===== src/rtl/fetch_unit.sv =====
// Instruction-fetch stage: owns the PC, requests the I-cache and
// buffers fetched words in a 2-entry queue toward decode.
module fetch_unit #(
  parameter logic [31:0] RESET_PC = 32'h0000_0000
) (
  input  logic        clk,
  input  logic        rst_n,
  output logic [31:0] pc_1,
  input  logic [31:0] bp_next_pc,
  input  logic        bp_taken,
  input  logic        bp_flush,
  output logic        icache_read,
  output logic [29:0] icache_addr,
  input  logic        icache_stall,
  input  logic [31:0] icache_rdata,
  output logic        id_valid,
  input  logic        id_ready,
  output logic [31:0] id_inst,
  output logic [31:0] id_pc,
  output logic        id_pred_taken
);

  logic [31:0] pc_r;
  logic [31:0] q_inst [2];
  logic [31:0] q_pc   [2];
  logic [1:0]  q_pred;
  logic        wr_ptr;
  logic        rd_ptr;
  logic [1:0]  count;

  logic deq;
  logic space;
  logic fetch_done;

  assign pc_1        = pc_r;
  assign icache_addr = pc_r[31:2];

  assign deq         = id_valid & id_ready;
  assign space       = (count < 2'd2) | deq;
  assign icache_read = rst_n & ~bp_flush & space;
  assign fetch_done  = icache_read & ~icache_stall;

  assign id_valid      = (count != 2'd0);
  assign id_inst       = q_inst[rd_ptr];
  assign id_pc         = q_pc[rd_ptr];
  assign id_pred_taken = q_pred[rd_ptr];

  always_ff @(posedge clk) begin
    if (!rst_n) begin
      pc_r   <= RESET_PC;
      count  <= 2'd0;
      wr_ptr <= 1'b0;
      rd_ptr <= 1'b0;
    end else if (bp_flush) begin
      // Wrong-path entries die here even if decode takes the head now.
      pc_r   <= bp_next_pc;
      count  <= 2'd0;
      wr_ptr <= 1'b0;
      rd_ptr <= 1'b0;
    end else begin
      if (fetch_done) begin
        pc_r   <= bp_next_pc;
        wr_ptr <= wr_ptr + 1'b1;
      end
      if (deq)
        rd_ptr <= rd_ptr + 1'b1;
      count <= count + {1'b0, fetch_done} - {1'b0, deq};
    end
  end

  // Fetch_done is already gated by reset and flush.
  always_ff @(posedge clk) begin
    if (fetch_done) begin
      q_inst[wr_ptr] <= icache_rdata;
      q_pc[wr_ptr]   <= pc_r;
      q_pred[wr_ptr] <= bp_taken;
    end
  end

endmodule


===== config.mk =====
export PLATFORM = sky130hd
export DESIGN_NAME = fetch_unit
export DESIGN_NICKNAME = d
export VERILOG_FILES = /design/src/rtl/fetch_unit.sv
export SDC_FILE = /design/constraint.sdc
export NUM_CORES = 1
export LEC_CHECK = 0
export BUFFER_PORTS_ARGS = -buffer_cell sky130_fd_sc_hd__buf_2
export CORE_MARGIN = 1.5
export CORE_UTILIZATION = 55
export CTS_CLUSTER_DIAMETER = 80
export DETAILED_ROUTE_END_ITERATION = 10
export PLACE_DENSITY = 0.85
export RECOVER_POWER = 50
export SLEW_MARGIN = 20
export SYNTH_ARGS = -nofsm -noshare
export SYNTH_HDL_FRONTEND = slang
export SYNTH_SLANG_ARGS = --single-unit

===== constraint.sdc =====
create_clock -name clk -period 8.12 [get_ports clk]
set_input_delay 1.218 -clock clk [delete_from_list [all_inputs] [get_ports clk]]
set_output_delay 1.218 -clock clk [all_outputs]
set_load 0.01 [all_outputs]

==> results of run 1 <==
flip-flops by register name, indices dropped and copies added, names as in the netlist, named ones only:
signal / flops
q_pc: 64
rd_ptr: 1
count: 2
wr_ptr: 1
pc_1: 32
q_inst: 64
q_pred: 2
final timing paths:
check | from | end | slack, ns | depth (start not counted)
setup / recovery | rst_n | icache_read | 3.15 | 4
hold / removal | pc_1[1]$_SDFFE_PN0P_ | q_pc[0][1]$_DFFE_PP_ | 0.49 | 0
hold reg to reg | pc_1[1]$_SDFFE_PN0P_ | q_pc[0][1]$_DFFE_PP_ | 0.49 | 0
setup reg to reg | count[1]$_SDFF_PP0_ | pc_1[22]$_SDFFE_PN0P_ | 5.48 | 3
cells by family after synthesis:
group                    after synthesis  synth area share [%]
flip-flops                           167                  72.2
buffers and inverters                 52                  5.41
AO/OA/AOI/OAI                          4                 0.447
XOR/XNOR                               2                 0.272
multiplexers                          97                  16.4
adder cells (fa/ha/maj)                2                 0.389
AND/OR/NAND/NOR                       78                  4.96
routing by layer:
metal  GRT usage (%)  vias up
met3            6.40       18
met5               0        -
met4            6.41        0
met1            24.7     1782
li1                -     1761
met2            31.1      158
where the power goes:
part	total, µW	leakage, µW	switching [µW]	internal [µW]
clock	740	0.000251	318	421
combinational	114	0.00112	65.8	48.4
sequential	966	0.00148	17.4	949
through the flow:
stage                     area (µm²)  utilization [%]  power [µW]
final                           7750             67.9        1820
after global routing            7750             67.9        1890
after floorplan                 6430                -        1060
after global placement          7310             64.0        1100
after detailed placement        7310             64.0        1110
after CTS                       7870             68.9        1840
Yosys cell counts (all sizes together):
cell type  number  area share, %
mux2           65             11
inv             4           0.23
nor3            1          0.078
or3             1          0.097
o21ai           1          0.078
clkbuf          6           0.35
xnor2           1           0.14
edfxtp        130             61
o211ai          1           0.12
ha              2           0.39
buf            42            4.8
dfxtp          37             12
nand2          64            3.7
nor2            6           0.35
xor2            1           0.14
nand2b          1          0.097
o31a            1           0.14
mux2i          32            5.0
nor2b           2           0.31
o21a            1           0.12
or2             1          0.097
and2            2           0.19
area by class of cell:
class / count / area [µm²] / area share (%)
timing repair buffer: 201 / 901 / 11.6
tap: 143 / 179 / 2.31
multi-input combinational: 183 / 1460 / 18.8
sequential: 167 / 4650 / 59.9
inverter: 4 / 15.0 / 0.194
clock buffer: 17 / 425 / 5.49
clock inverter: 15 / 129 / 1.66
==> summary.txt, run 1 <==
Status
  • Outcome: complete, but fails checks
  • Failing checks: capacitance limit, slew limit

Setup path
  • CP Launch Type: input port
  • Worst Path Max Fanout: 67
  • Critical path class: input port to primary output
  • Max incr delay on CP: between 1.5 and 2 ns
  • Crit path DAT: 3.76 ns
  • Endpoint class of the critical path: primary output
  • CP max-delay cell: clkbuf_1
  • Crit path buf inv count: 2
  • WP data required: 6.90 ns
  • CP cell instances: clkbuf_1, nand2b_1, nor2_1, buf_2
  • Top delay family on crit path: buffers and inverters

Floorplan
  • Initial Util: 56.4%
  • Die span in x: 111 µm
  • Die area: 12400 µm²
  • Die H: about 110 µm
  • Row cnt: 39
  • # IOs: 199
  • Core Region: 11400 µm²

Placement
  • Global placement routability congestion: 0.751
  • Placed insts: 698
  • # port buffers: 198
  • DP Wirelength: 7.48 mm
  • Pre-CTS setup slack: 4.07 ns

Synthesis
  • Synth cell types: 26
  • Mapped Nets: 474
  • Post-Synthesis Cells: 402
  • Sequential share of the synthesized area: a little over 70%
  • Syn Std Cell Area: about 6400 µm²
  • FF+latch count, synth: around 170
  • Synth Warn #: 0
  • Syn_area_per_cell: 16.0 µm²

GRT
  • Global-route wire length before repair: between 15 and 20 mm
  • GRT Resource Usage Total: 19.3%
  • Pin count of the biggest net entering global routing: 68
  • Vias in the first global route: 3640
  • Antenna violations before repair: 0
  • Final global-route overflow total: 0

STA
  • Post-Route Setup TNS: 0 ns
  • Slew @ Worst Pin: roughly 2.6 ns
  • Tcrit/Tclk final: 61.3%
  • RSZ-0062 raised after global routing: false
  • Final setup violation count: 0
  • Final Hold Viols: 0
  • FMAX: 201 MHz
  • Final min period: just under 5 ns
  • Slew Limit Fails: 101
  • Hold Slack: 0.488 ns
  • Post-route setup slack: roughly 3.1 ns
  • Max-slew headroom: -71.4%
  • Clk_skew: roughly 0.0062 ns

Final layout
  • # fillers: 834
  • Diode count: 0
  • Final Net Count: 646
  • Finished Layout Cells: 730
  • Layout cells sized above 1: between 30% and 40%
  • Commonest non-fill, non-tap cell in the layout: edfxtp_1
  • Most frequent cells in the layout: 130 x edfxtp_1, 108 x buf_2, 90 x clkbuf_1
  • Area grow syn2layout: 20.5%

Pwr
  • P_leak: 0.00285 µW
  • Worst vdd ir: roughly 140 µV
  • Power Density: 235 nW/µm²

Clock tree
  • CTS tree: yes
  • Clk_lat worst skew: roughly 0.41 ns
  • CTS Buf Count: 17
  • Resize count post-CTS: 0
  • Clock Tree Buf Depth: 2
  • Hold buffers post-CTS: 0
  • Num Clock Sinks: ~170
  • Post-CTS Setup Bufs: 0
  • Clock slew at reported path FFs: ~0.06 ns
  • H-tree Lvls: 4
  • Root buf cell: clkbuf_16

Worst hold path
  • Hold Path Class: flop to flop

Drt
  • Wl on met1: 4.84 mm
  • DR top layer: met4
  • Metal2 WL: around 5.8 mm
  • Pre-antenna DRT Iters: 4
  • Vias per inst: roughly 5.1
  • DRC Markers: 0
  • DRT antenna net count: 0
  • WL met3: between 700 and 800 µm
  • Total wire length: 11.5 mm
  • Vias: 3719
  • Wire per inst: 15.8 µm
  • 1st-iter DRT viols: 199

Run
  • Max cap viols: 2
No activity file was read; power rests on OpenSTA's default activity.
==> run 2, diff against run 1 <==
--- a/config.mk
+++ b/config.mk
@@ -7,10 +7,10 @@
 export LEC_CHECK = 0
 export BUFFER_PORTS_ARGS = -buffer_cell sky130_fd_sc_hd__buf_2
 export CORE_MARGIN = 1.5
-export CORE_UTILIZATION = 55
+export CORE_UTILIZATION = 46
 export CTS_CLUSTER_DIAMETER = 80
 export DETAILED_ROUTE_END_ITERATION = 10
-export PLACE_DENSITY = 0.85
+export PLACE_DENSITY = 0.76
 export RECOVER_POWER = 50
 export SLEW_MARGIN = 20
 export SYNTH_ARGS = -nofsm -noshare
==> constraint.sdc (replaced) <==
create_clock -name clk -period 4.4 [get_ports clk]
set_input_delay 0.66 -clock clk [delete_from_list [all_inputs] [get_ports clk]]
set_output_delay 0.66 -clock clk [all_outputs]
set_load 0.01 [all_outputs]
==> summary.txt, run 2 (synthesis results as in run 1) <==
Final layout
  • Layout cells sized above 1: 36.3% (+0.39 points)
  • Area grow syn2layout: 23.2%
  • Finished Layout Cells: 769 (+5.3%)
  • # fillers: 1170 (+40%)
  • Diode count: 0 (unchanged)
  • Final Net Count: 648 (+0.31%)
  • Commonest non-fill, non-tap cell in the layout: edfxtp_1
  • Most frequent cells in the layout: 130 x edfxtp_1, 109 x buf_2, 91 x clkbuf_1

Floorplan
  • Core Region: 13800 µm² (+21%)
  • Die span in x: 121 µm (+9.1%)
  • Row cnt: 43 (+10%)
  • Die area: 14700 µm² (+19%)
  • # IOs: 199 (unchanged)
  • Initial Util: 46.7% (-9.6 points)
  • Die H: 121 µm (+9.1%)

STA
  • Clk_skew: 0.00742 ns (+0.00126 ns)
  • Post-Route Setup TNS: 0 ns (unchanged)
  • Hold Slack: 0.432 ns (-0.0567 ns)
  • RSZ-0062 raised after global routing: false
  • Slew @ Worst Pin: 2.60 ns (+0.0314 ns)
  • Final setup violation count: 0 (unchanged)
  • Max-slew headroom: -73.5% (-2.1 points)
  • Slew Limit Fails: 67 (-34%)
  • Final Hold Viols: 0 (unchanged)
  • FMAX: 301 MHz
  • Tcrit/Tclk final: 75.4%
  • Final min period: roughly 3.3 ns

GRT
  • Global-route wire length before repair: 17.8 mm (-3.0%)
  • Antenna violations before repair: 0 (unchanged)
  • Pin count of the biggest net entering global routing: 67 (-1.5%)
  • GRT Resource Usage Total: 16.5% (-2.7 points)
  • Final global-route overflow total: 0 (unchanged)
  • Vias in the first global route: 3543 (-2.7%)

Placement
  • DP Wirelength: 8.06 mm (+7.7%)
  • Placed insts: 736 (+5.4%)
  • # port buffers: 198 (unchanged)
  • Global placement routability congestion: 0.754 (+0.29%)

Pwr
  • Int Pwr: 2800 µW (+97%)
  • Logic pwr share: 6.0% (-0.3 points)
  • P_leak: 0.00292 µW (+2.3%)
  • Switching Share: 21.0% (-1.1 points)
  • Flop pwr share: 50.5% (-2.6 points)
  • Power Density: 446 nW/µm² (+90%)
  • Clock share of power: 43.5% (+2.9 points)
  • Net Sw Power: 743 µW (+85%)
  • Worst vdd ir: 207 µV (+51%)

Drt
  • 1st-iter DRT viols: 235 (+18%)
  • WL met3: 824 µm (+15%)
  • Vias per inst: 4.83 (-5.1%)
  • Wire per inst: 15.5 µm (-1.7%)
  • DRT antenna net count: 0 (unchanged)
  • Pre-antenna DRT Iters: 4 (unchanged)
  • DRC Markers: 0 (unchanged)
  • Metal2 WL: 5.87 mm (+1.4%)
  • Total wire length: 11.9 mm (+3.5%)
  • Vias: 3716 (-0.081%)
  • DR top layer: met4
  • Wl on met1: 4.98 mm (+3.0%)

Worst hold path
  • Hold Path Class: input port to flop

Clock tree
  • H-tree Lvls: 4 (unchanged)
  • CTS tree: yes
  • Clock Tree Buf Depth: 2 (unchanged)
  • Root buf cell: clkbuf_16
  • CTS Buf Count: 17 (unchanged)
  • Clk_lat worst skew: 0.42 ns (about the same)
  • Post-CTS Setup Bufs: 0 (unchanged)
  • Resize count post-CTS: 0 (unchanged)
  • Hold buffers post-CTS: 0 (unchanged)
  • Clock slew at reported path FFs: 0.06 ns (about the same)
  • Num Clock Sinks: 167 (unchanged)

Status
  • Failing checks: capacitance limit, slew limit
  • Outcome: complete, but fails checks

Setup path
  • WP data required: 4.70 ns (-2.20 ns)
  • Critical path class: input port to flop
  • Most frequent CP cell: clkbuf_1
  • Crit path DAT: 3.61 ns (-0.15 ns)
  • CP max-delay cell: clkbuf_1
  • Endpoint class of the critical path: flop
  • Max incr delay on CP: 1.86 ns (+0.06 ns)
  • CP Launch Type: input port
  • Worst Path Max Fanout: 66 (-1.5%)
  • CP cell instances: clkbuf_1, clkbuf_1, inv_2, o31a_2, buf_16, mux2i_1

Run
  • Max cap viols: 1 (-1)
==> run 2: cell count changes in the layout (fill, tap and decap cells not counted), sizes merged <==
cell	previous run	this run
inv	6	7
clkinvlp	7	4
clkinv	5	3
buf	111	113
clkbuf	107	108
bufinv	1	4
==> run 2: area by class of cell <==
type	instances	area (µm²)	area share [%]
clock buffers	18	429	5.41
clock inverters	14	198	2.49
inverters	4	15.0	0.189
multi-input cells	183	1460	18.4
flip-flops and latches	167	4650	58.6
well taps	180	225	2.84
repair buffers	203	958	12.1
==> run 2: power by group through the flow <==
stage	combinational [µW]	clock, µW	sequential (µW)
finish	212	1540	1790
global route	234	1640	1790
CTS	225	1580	1790
detailed placement	224	0	1820
global placement	219	0	1810
floorplan	131	0	1820
==> run 2: through the flow <==
step / utilization, % / worst slack [ns] / power [µW] / cell area (µm²)
after floorplan: - / -0.0354 / 1950 / 6430
after global placement: 53.7 / 1.63 / 2030 / 7390
after detailed placement: 53.7 / 1.54 / 2040 / 7390
after CTS: 58.2 / 1.22 / 3590 / 8020
after global routing: 57.6 / 0.700 / 3660 / 7930
final: 57.6 / 1.08 / 3540 / 7930
==> run 2: path summary, 6_finish.rpt <==
kind | startpoint | endpoint | slack [ns] | depth (start not counted)
setup / recovery | rst_n | pc_1[28]$_SDFFE_PN0P_ | 1.08 | 6
hold reg to reg | pc_1[1]$_SDFFE_PN0P_ | q_pc[0][1]$_DFFE_PP_ | 0.49 | 0
hold / removal | icache_rdata[20] | q_inst[0][20]$_DFFE_PP_ | 0.43 | 1
setup reg to reg | count[1]$_SDFF_PP0_ | q_pc[1][3]$_DFFE_PP_ | 2.07 | 4
==> run 2: layer usage <==
metal  global-route usage (%)  up-vias
met1                     19.7     1778
met2                     27.5      153
met3                     5.17       20
met5                        0        -
li1                         -     1765
met4                     7.57        0
==> run 2: worst max-delay path, delay by kind of cell <==
kind,cells,cell delay [ns]
mux,1,0.14
compound gates,1,0.62
buf+inv,4,2.18
